File: src/rtl/pipe_skid_stage.sv
// -----------------------------------------------------------------------------
// pipe_skid_stage
//
// Generic inter-stage pipeline register with a valid/ready handshake, an
// ExcCode / branch-delay sideband and an optional skid entry.
//
// Two entries are kept:
//   M (main) - drives the outputs directly.
//   S (skid) - present when SKID=1; catches the beat that was already
//              accepted while M was stalled, so a stalled downstream stage
//              never drops data and in_ready does not depend on out_ready.
//
// Control priority per edge: reset > req (full clear) > flush (drop the input
// beat only) > normal transfer. Invalid entries always hold an all-zero
// payload (nop).
//
// Ports:
//   clk        - clock, rising edge
//   reset      - synchronous, active-high reset
//   req        - exception/interrupt entry: clears M and S, drops input
//   flush      - kills this cycle's input beat; held entries are kept
//   in_valid   - upstream beat valid
//   in_ready   - stage can accept a beat (combinational)
//   in_data    - upstream payload          [DATA_W]
//   in_exc     - upstream ExcCode          [EXC_W]
//   in_bd      - upstream branch-delay flag
//   out_valid  - main entry valid
//   out_ready  - downstream accepts this cycle
//   out_data   - main entry payload        [DATA_W]
//   out_exc    - main entry ExcCode        [EXC_W]
//   out_bd     - main entry BD flag
//   stall_cnt  - saturating count of cycles with out_valid & ~out_ready
//   bubble_cnt - saturating count of cycles with ~out_valid
// -----------------------------------------------------------------------------
module pipe_skid_stage #(
    parameter int DATA_W = 160,
    parameter int EXC_W  = 5,
    parameter int SKID   = 1,
    parameter int CNT_W  = 16
) (
    input  logic              clk,
    input  logic              reset,
    input  logic              req,
    input  logic              flush,
    input  logic              in_valid,
    output logic              in_ready,
    input  logic [DATA_W-1:0] in_data,
    input  logic [EXC_W-1:0]  in_exc,
    input  logic              in_bd,
    output logic              out_valid,
    input  logic              out_ready,
    output logic [DATA_W-1:0] out_data,
    output logic [EXC_W-1:0]  out_exc,
    output logic              out_bd,
    output logic [CNT_W-1:0]  stall_cnt,
    output logic [CNT_W-1:0]  bubble_cnt
);

    // Saturating increment: stops at all-ones instead of wrapping.
    function automatic logic [CNT_W-1:0] sat_inc(
        input logic [CNT_W-1:0] cnt,
        input logic             en
    );
        logic [CNT_W-1:0] res;
        if (en && (cnt != {CNT_W{1'b1}})) begin
            res = cnt + {{(CNT_W-1){1'b0}}, 1'b1};
        end else begin
            res = cnt;
        end
        return res;
    endfunction

    // Main entry
    logic              m_valid_q, m_valid_d;
    logic [DATA_W-1:0] m_data_q,  m_data_d;
    logic [EXC_W-1:0]  m_exc_q,   m_exc_d;
    logic              m_bd_q,    m_bd_d;

    // Skid entry (never loaded when SKID=0, so it stays cleared)
    logic              s_valid_q, s_valid_d;
    logic [DATA_W-1:0] s_data_q,  s_data_d;
    logic [EXC_W-1:0]  s_exc_q,   s_exc_d;
    logic              s_bd_q,    s_bd_d;

    logic [CNT_W-1:0]  stall_cnt_q,  stall_cnt_d;
    logic [CNT_W-1:0]  bubble_cnt_q, bubble_cnt_d;

    logic              fire_in_s;

    // With a skid entry the ready depends only on registered state, which
    // breaks the combinational ready path through the stage.
    assign in_ready  = (SKID != 0) ? ~s_valid_q : (~m_valid_q | out_ready);
    assign fire_in_s = in_valid & in_ready & ~flush & ~req;

    assign out_valid  = m_valid_q;
    assign out_data   = m_data_q;
    assign out_exc    = m_exc_q;
    assign out_bd     = m_bd_q;
    assign stall_cnt  = stall_cnt_q;
    assign bubble_cnt = bubble_cnt_q;

    // Next-state for M and S entries.
    always_comb begin
        m_valid_d = m_valid_q;
        m_data_d  = m_data_q;
        m_exc_d   = m_exc_q;
        m_bd_d    = m_bd_q;
        s_valid_d = s_valid_q;
        s_data_d  = s_data_q;
        s_exc_d   = s_exc_q;
        s_bd_d    = s_bd_q;

        if (req) begin
            // Exception entry: everything in flight is discarded at once.
            m_valid_d = 1'b0;
            m_data_d  = {DATA_W{1'b0}};
            m_exc_d   = {EXC_W{1'b0}};
            m_bd_d    = 1'b0;
            s_valid_d = 1'b0;
            s_data_d  = {DATA_W{1'b0}};
            s_exc_d   = {EXC_W{1'b0}};
            s_bd_d    = 1'b0;
        end else if (!m_valid_q) begin
            // S is never valid while M is empty, so only M can load here.
            if (fire_in_s) begin
                m_valid_d = 1'b1;
                m_data_d  = in_data;
                m_exc_d   = in_exc;
                m_bd_d    = in_bd;
            end else begin
                m_valid_d = m_valid_q;
            end
        end else if (out_ready) begin
            if (s_valid_q) begin
                // S is older than any new input; it must go next.
                m_valid_d = 1'b1;
                m_data_d  = s_data_q;
                m_exc_d   = s_exc_q;
                m_bd_d    = s_bd_q;
                s_valid_d = 1'b0;
                s_data_d  = {DATA_W{1'b0}};
                s_exc_d   = {EXC_W{1'b0}};
                s_bd_d    = 1'b0;
            end else if (fire_in_s) begin
                m_valid_d = 1'b1;
                m_data_d  = in_data;
                m_exc_d   = in_exc;
                m_bd_d    = in_bd;
            end else begin
                m_valid_d = 1'b0;
                m_data_d  = {DATA_W{1'b0}};
                m_exc_d   = {EXC_W{1'b0}};
                m_bd_d    = 1'b0;
            end
        end else begin
            // M stalled: an accepted beat can only land in S.
            if (fire_in_s && (SKID != 0)) begin
                s_valid_d = 1'b1;
                s_data_d  = in_data;
                s_exc_d   = in_exc;
                s_bd_d    = in_bd;
            end else begin
                s_valid_d = s_valid_q;
            end
        end
    end

    // Next-state for the performance counters (also run during req).
    always_comb begin
        stall_cnt_d  = sat_inc(stall_cnt_q, m_valid_q & ~out_ready);
        bubble_cnt_d = sat_inc(bubble_cnt_q, ~m_valid_q);
    end

    // State registers with synchronous reset.
    always_ff @(posedge clk) begin
        if (reset) begin
            m_valid_q    <= 1'b0;
            m_data_q     <= {DATA_W{1'b0}};
            m_exc_q      <= {EXC_W{1'b0}};
            m_bd_q       <= 1'b0;
            s_valid_q    <= 1'b0;
            s_data_q     <= {DATA_W{1'b0}};
            s_exc_q      <= {EXC_W{1'b0}};
            s_bd_q       <= 1'b0;
            stall_cnt_q  <= {CNT_W{1'b0}};
            bubble_cnt_q <= {CNT_W{1'b0}};
        end else begin
            m_valid_q    <= m_valid_d;
            m_data_q     <= m_data_d;
            m_exc_q      <= m_exc_d;
            m_bd_q       <= m_bd_d;
            s_valid_q    <= s_valid_d;
            s_data_q     <= s_data_d;
            s_exc_q      <= s_exc_d;
            s_bd_q       <= s_bd_d;
            stall_cnt_q  <= stall_cnt_d;
            bubble_cnt_q <= bubble_cnt_d;
        end
    end

endmodule

File: config.mk
export PLATFORM = sky130hd
export DESIGN_NAME = pipe_skid_stage
export DESIGN_NICKNAME = d
export VERILOG_FILES = /design/src/rtl/pipe_skid_stage.sv
export SDC_FILE = /design/constraint.sdc
export NUM_CORES = 1
export LEC_CHECK = 0
export CORE_UTILIZATION = 45
export DETAILED_ROUTE_END_ITERATION = 10
export PLACE_DENSITY = 0.75
export REMOVE_ABC_BUFFERS = 1
export SLEW_MARGIN = 20
export SYNTH_ARGS = -nofsm -noshare
export SYNTH_HDL_FRONTEND = slang
export SYNTH_SLANG_ARGS = --single-unit
export TNS_END_PERCENT = 10
File: constraint.sdc
create_clock -name clk -period 4.7 [get_ports clk]
set_input_delay 1.41 -clock clk [delete_from_list [all_inputs] [get_ports clk]]
set_output_delay 1.41 -clock clk [all_outputs]
set_load 0.005 [all_outputs]
# Yosys cells after proc, flatten, opt, wreduce, memory -nomap -nowiden
# Index checks and enable logic that the tools add are counted.
[totals]
ff_bits = 366
output_inout_bits = 200
wordCells = 60
[op_classes]
addsub = 2
eq_ne = 4
mux = 27
bitwise_logic = 9
n_reduce_logical = 8
[ops]
columns = ["cell", "n"]
rows = [
  ["160-bit 2-to-1 mux", 7],
  ["5-bit 2-to-1 mux", 7],
  ["16-bit by 1-bit adder with 16-bit output, second input constant", 2],
  ["16-bit != test, second input constant", 2],
  ["1-bit 2-to-1 mux", 13],
  ["1-bit inverter", 5],
  ["1-bit bitwise AND", 4],
  ["2-bit AND reduction", 2],
  ["2-bit nonzero test", 2],
  ["3-bit AND reduction", 1],
  ["1-bit logical AND", 2],
  ["2-bit by 1-bit != test with 1-bit output, second input constant", 1],
  ["2-bit != test, second input constant", 1],
  ["2-bit OR reduction", 1],
]

# Logic depth before layout (Yosys ltp)
[logic_depth]
ltp_word = 8
depth_mapped = 7

# Least setup slack after synthesis
# Ideal clock, no wire load.
[synth_path]
kind = "input port to flip-flop"
from = "input flush"
to = "register s_data_q[100]"
setup_time_ns = 0.065
arrival_ns = 2.559
t_required_ns = 4.635
slack_ns = 2.075
path_stages = 7
path_buffers = 2
cell_sequence = "nor2_1 > nand3_1 > nor2_1 > clkbuf_1 > clkbuf_1 > a22oi_1 > nor2_1"
[synth_between]
elab_chain_len = 5
[synth_lines]
columns = ["element", "line_no", "rtl"]
rows = [
  ["start, declared", "44", "input logic flush,"],
  ["1-bit inverter", "93", "assign fire_in_s = in_valid & in_ready & ~flush & ~req;"],
  ["1-bit bitwise AND (2 in a row)", "93", ""],
  ["2-bit nonzero test (no line)", "--", ""],
  ["3-bit AND reduction (no line)", "--", ""],
  ["end signal, assigned", "182", "s_data_q <= {DATA_W{1'b0}};"],
  ["end signal, assigned", "193", "s_data_q <= s_data_d;"],
  ["end, declared", "81", "logic [DATA_W-1:0] s_data_q, s_data_d;"],
]
# Every way passes these cells.
# A chain may end at the register's enable or synchronous reset.

# Worst setup path in the final report
[layout_path]
from = "input req"
to = "register m_data_q[118], in the netlist out_data[118]"
[layout_between]
elab_chain_len = 6
elab_cells_between_ends = 9
[layout_lines]
columns = ["element", "line_no", "rtl"]
rows = [
  ["start, declared", "43", "input logic req,"],
  ["1-bit inverter", "93", ""],
  ["1-bit bitwise AND", "93", ""],
  ["160-bit 2-to-1 mux", "144", "end else if (fire_in_s) begin"],
  ["160-bit 2-to-1 mux", "134", "if (s_valid_q) begin"],
  ["160-bit 2-to-1 mux", "133", "end else if (out_ready) begin"],
  ["160-bit 2-to-1 mux", "123", "end else if (!m_valid_q) begin"],
  ["end signal, assigned", "178", "m_data_q <= {DATA_W{1'b0}};"],
  ["end signal, assigned", "189", "m_data_q <= m_data_d;"],
  ["end, declared", "75", "logic [DATA_W-1:0] m_data_q, m_data_d;"],
]
# Several ways; a longest one is shown, not always the timed one. The select of a mux whose other input is x is not followed.

==> impl_metrics.tcl <==
set metrics [dict create \
    cts_inserted_buffers 39 \
    ys_top_cells_by_area "dfxtp_1 53%, a221oi_1 11%, nor2_1 9.9%" \
    die_area_um2 31300 \
    first_global_vias 12600 \
    placed_area_um2 17800 \
    routabilityCongestion 0.807 \
    cts_tree "built" \
    synthDistinctLibCells 52 \
    setup_violations 0 \
    cp_max_fo 62 \
    final_core_util_pct 64.0 \
    wl_um 41800 \
    drive_gt1_share_pct 5.58 \
    dp_slack_ns 1.10 \
    synthesis.area_um2 13800 \
    ant_nets 0 \
    synth_top_area_cell "dfxtp_1" \
    final-seq-area_um2 7330 \
    area_growth_pct 38.9 \
    hold_viol 0 \
    layout_common_cells "371 x clkdlybuf4s50_1, 366 x dfxtp_1, 361 x nor2_1, 171 x nor3_1" \
    multiInputGateArea_um2 5850 \
    ios 372 \
    wire_per_inst_um 18.8 \
    fmax_ghz 0.320 \
    finalCriticalPeriod_ns 3.13 \
    io_buffers 371 \
    grt_remaining_overflow 0 \
    dp_cells 2149 \
    synthCells 1511 \
    clock_latency_ns 0.51 \
    fin_skew_ns 0.0117 \
    async_flop_share_pct 0 \
    status "complete, no violations" \
    ir_drop_uv 257 \
    firstDrtPassIters 6 \
    nets 1974 \
    crit_type "in -> reg" \
    synth_top_area_share_pct 53.3 \
    ys.flop_type "dfxtp_1" \
    drtIter0Drc 1110 \
    cp.required_ns 5.12 \
    avgViaCountPerCell 5.92 \
    arrival_ns 3.55 \
    synth-edff-count 0 \
    whs_ns 0.493 \
    grt_max_degree 168 \
    cts-root-buf "clkbuf_16" \
    fillers 2467 \
    powerDensity_nw_per_um2 351 \
    yosysWarningCount 0 \
    drcViolationCount 0 \
    start_util_pct 46.0 \
    row_count 63 \
    postCtsSetupRepairBufs 0 \
    cts_sinks 366 \
    dpl.hpwl_um 25800 \
    die_h_um 177 \
    seq_area_frac_synth_pct 53.3 \
    min_period_over_period_pct 66.5 \
    htreeDepth 2 \
    core-area_um2 29900 \
    power_mw 6.71 \
    fin_cells 2220 \
    ys_ff_latch 366 \
    end_kind "flop" \
    leakagePower_nw 6.33 \
    dieWidth_um 177 \
    cts_buffer_depth 3 \
    num_vias 13100 \
    final_max_slew_viol_count 0 \
    slew_headroom_pct 32.2 \
    worst_slack_ns 1.57 \
    finish.instance_area_um2 19100 \
    track_usage_pct 25.6 \
    clk_pin_slew_worst_paths_ns 0.06 \
    postCtsHoldBufs 0 \
    antenna_found_initial 2 \
    grt_pass1_wl_um 65400 \
    max-cap-violations 0 \
    tns_ns 0 \
    rsz0062_at_grt "no" \
    tightest_slew_ns 1.02 \
    mostFrequentLayoutCell "clkdlybuf4s50_1" \
    hp-class "reg -> reg" \
    syn_avg_cell_area_um2 9.10 \
    ctsResizeCount 0 \
    startpoint_type "input pin" \
]
[sequential cells by signal, indices dropped and copies added (netlist names)]
signal and flops:
s_data_q 160, s_bd_q 1, s_exc_q 5, s_valid_q 1, out_data 160, out_valid 1
stall_cnt 16, out_exc 5, out_bd 1, bubble_cnt 16
[layout make-up]
cell class              instances  area share, %
diodes                          3         0.0393
clock buffers                  62           6.20
clock inverters                 6          0.432
inverters                       8          0.157
multi-input cells             987           30.6
flip-flops and latches        366           38.3
well taps                     390           2.55
repair buffers                398           21.7
[critical path: stages]
cell and delay (ns):
clkdlybuf4s50_1 0.42, nor2_1 0.14, nand3_1 0.27, nand2_4 0.52
buf_12 0.36, a221oi_1 0.15, nor3_1 0.21
[per-layer routing]
layer  vias up  share of wire (%)  GRT usage, %
li1       6147                  -             -
met1      6299                 39          31.5
met2       577                 47          41.2
met3       114                9.2          7.41
met4         0                4.2          12.2
met5         -                  0             0
[Yosys cell counts, types with 2 or more instances]
master     number
o211a_1         2
nor2_1        362
nor4_1          2
nand2_1        17
buf_1          11
a22oi_1       166
nor3_1        171
inv_1           6
and3_1          4
ha_1            2
dfxtp_1       366
nand4_1         5
or2_2           3
o21ai_1         4
a2111oi_0       2
buf_2          32
xor2_1          6
o211ai_1        2
nand3_1        13
inv_2           2
or3_1           6
a21oi_1         8
a211oi_1        5
a221oi_1      166
xnor2_1        11
nor2b_1         2
clkbuf_1      107
mux2i_1         4
[worst paths after layout]
check / endpoint / cells after the start / slack, ns / from
min: out_data[149] / 2 / 0.49 / out_data[149]
max: out_data[118] / 7 / 1.57 / req
max reg2reg: out_data[9] / 6 / 2.51 / out_valid
min reg2reg: out_data[149] / 2 / 0.49 / out_data[149]
[cells by family (layout without fill, tap and decap cells)]
| group | Yosys count | after routing | share of synthesized area, % |
|---|---|---|---|
| adders and majority gates | 2 | 2 | 0.182 |
| buffers and inverters | 158 | 474 | 4.60 |
| xor gates and xnor gates | 17 | 17 | 1.08 |
| and+or+nand+nor | 598 | 598 | 19.0 |
| DFF | 366 | 366 | 53.3 |
| other | 0 | 3 | 0 |
| AOI/OAI and AO/OA | 366 | 366 | 21.6 |
| muxes | 4 | 4 | 0.291 |
[power by group]
part / internal (mW) / leakage [nW] / switching, mW
clock network: 1.83 / 0.618 / 1.19
registers: 3.14 / 2.96 / 0.0272
logic: 0.275 / 2.76 / 0.246
total: 5.25 / 6.33 / 1.46
Note: power is estimated with default switching activity, not from simulation.
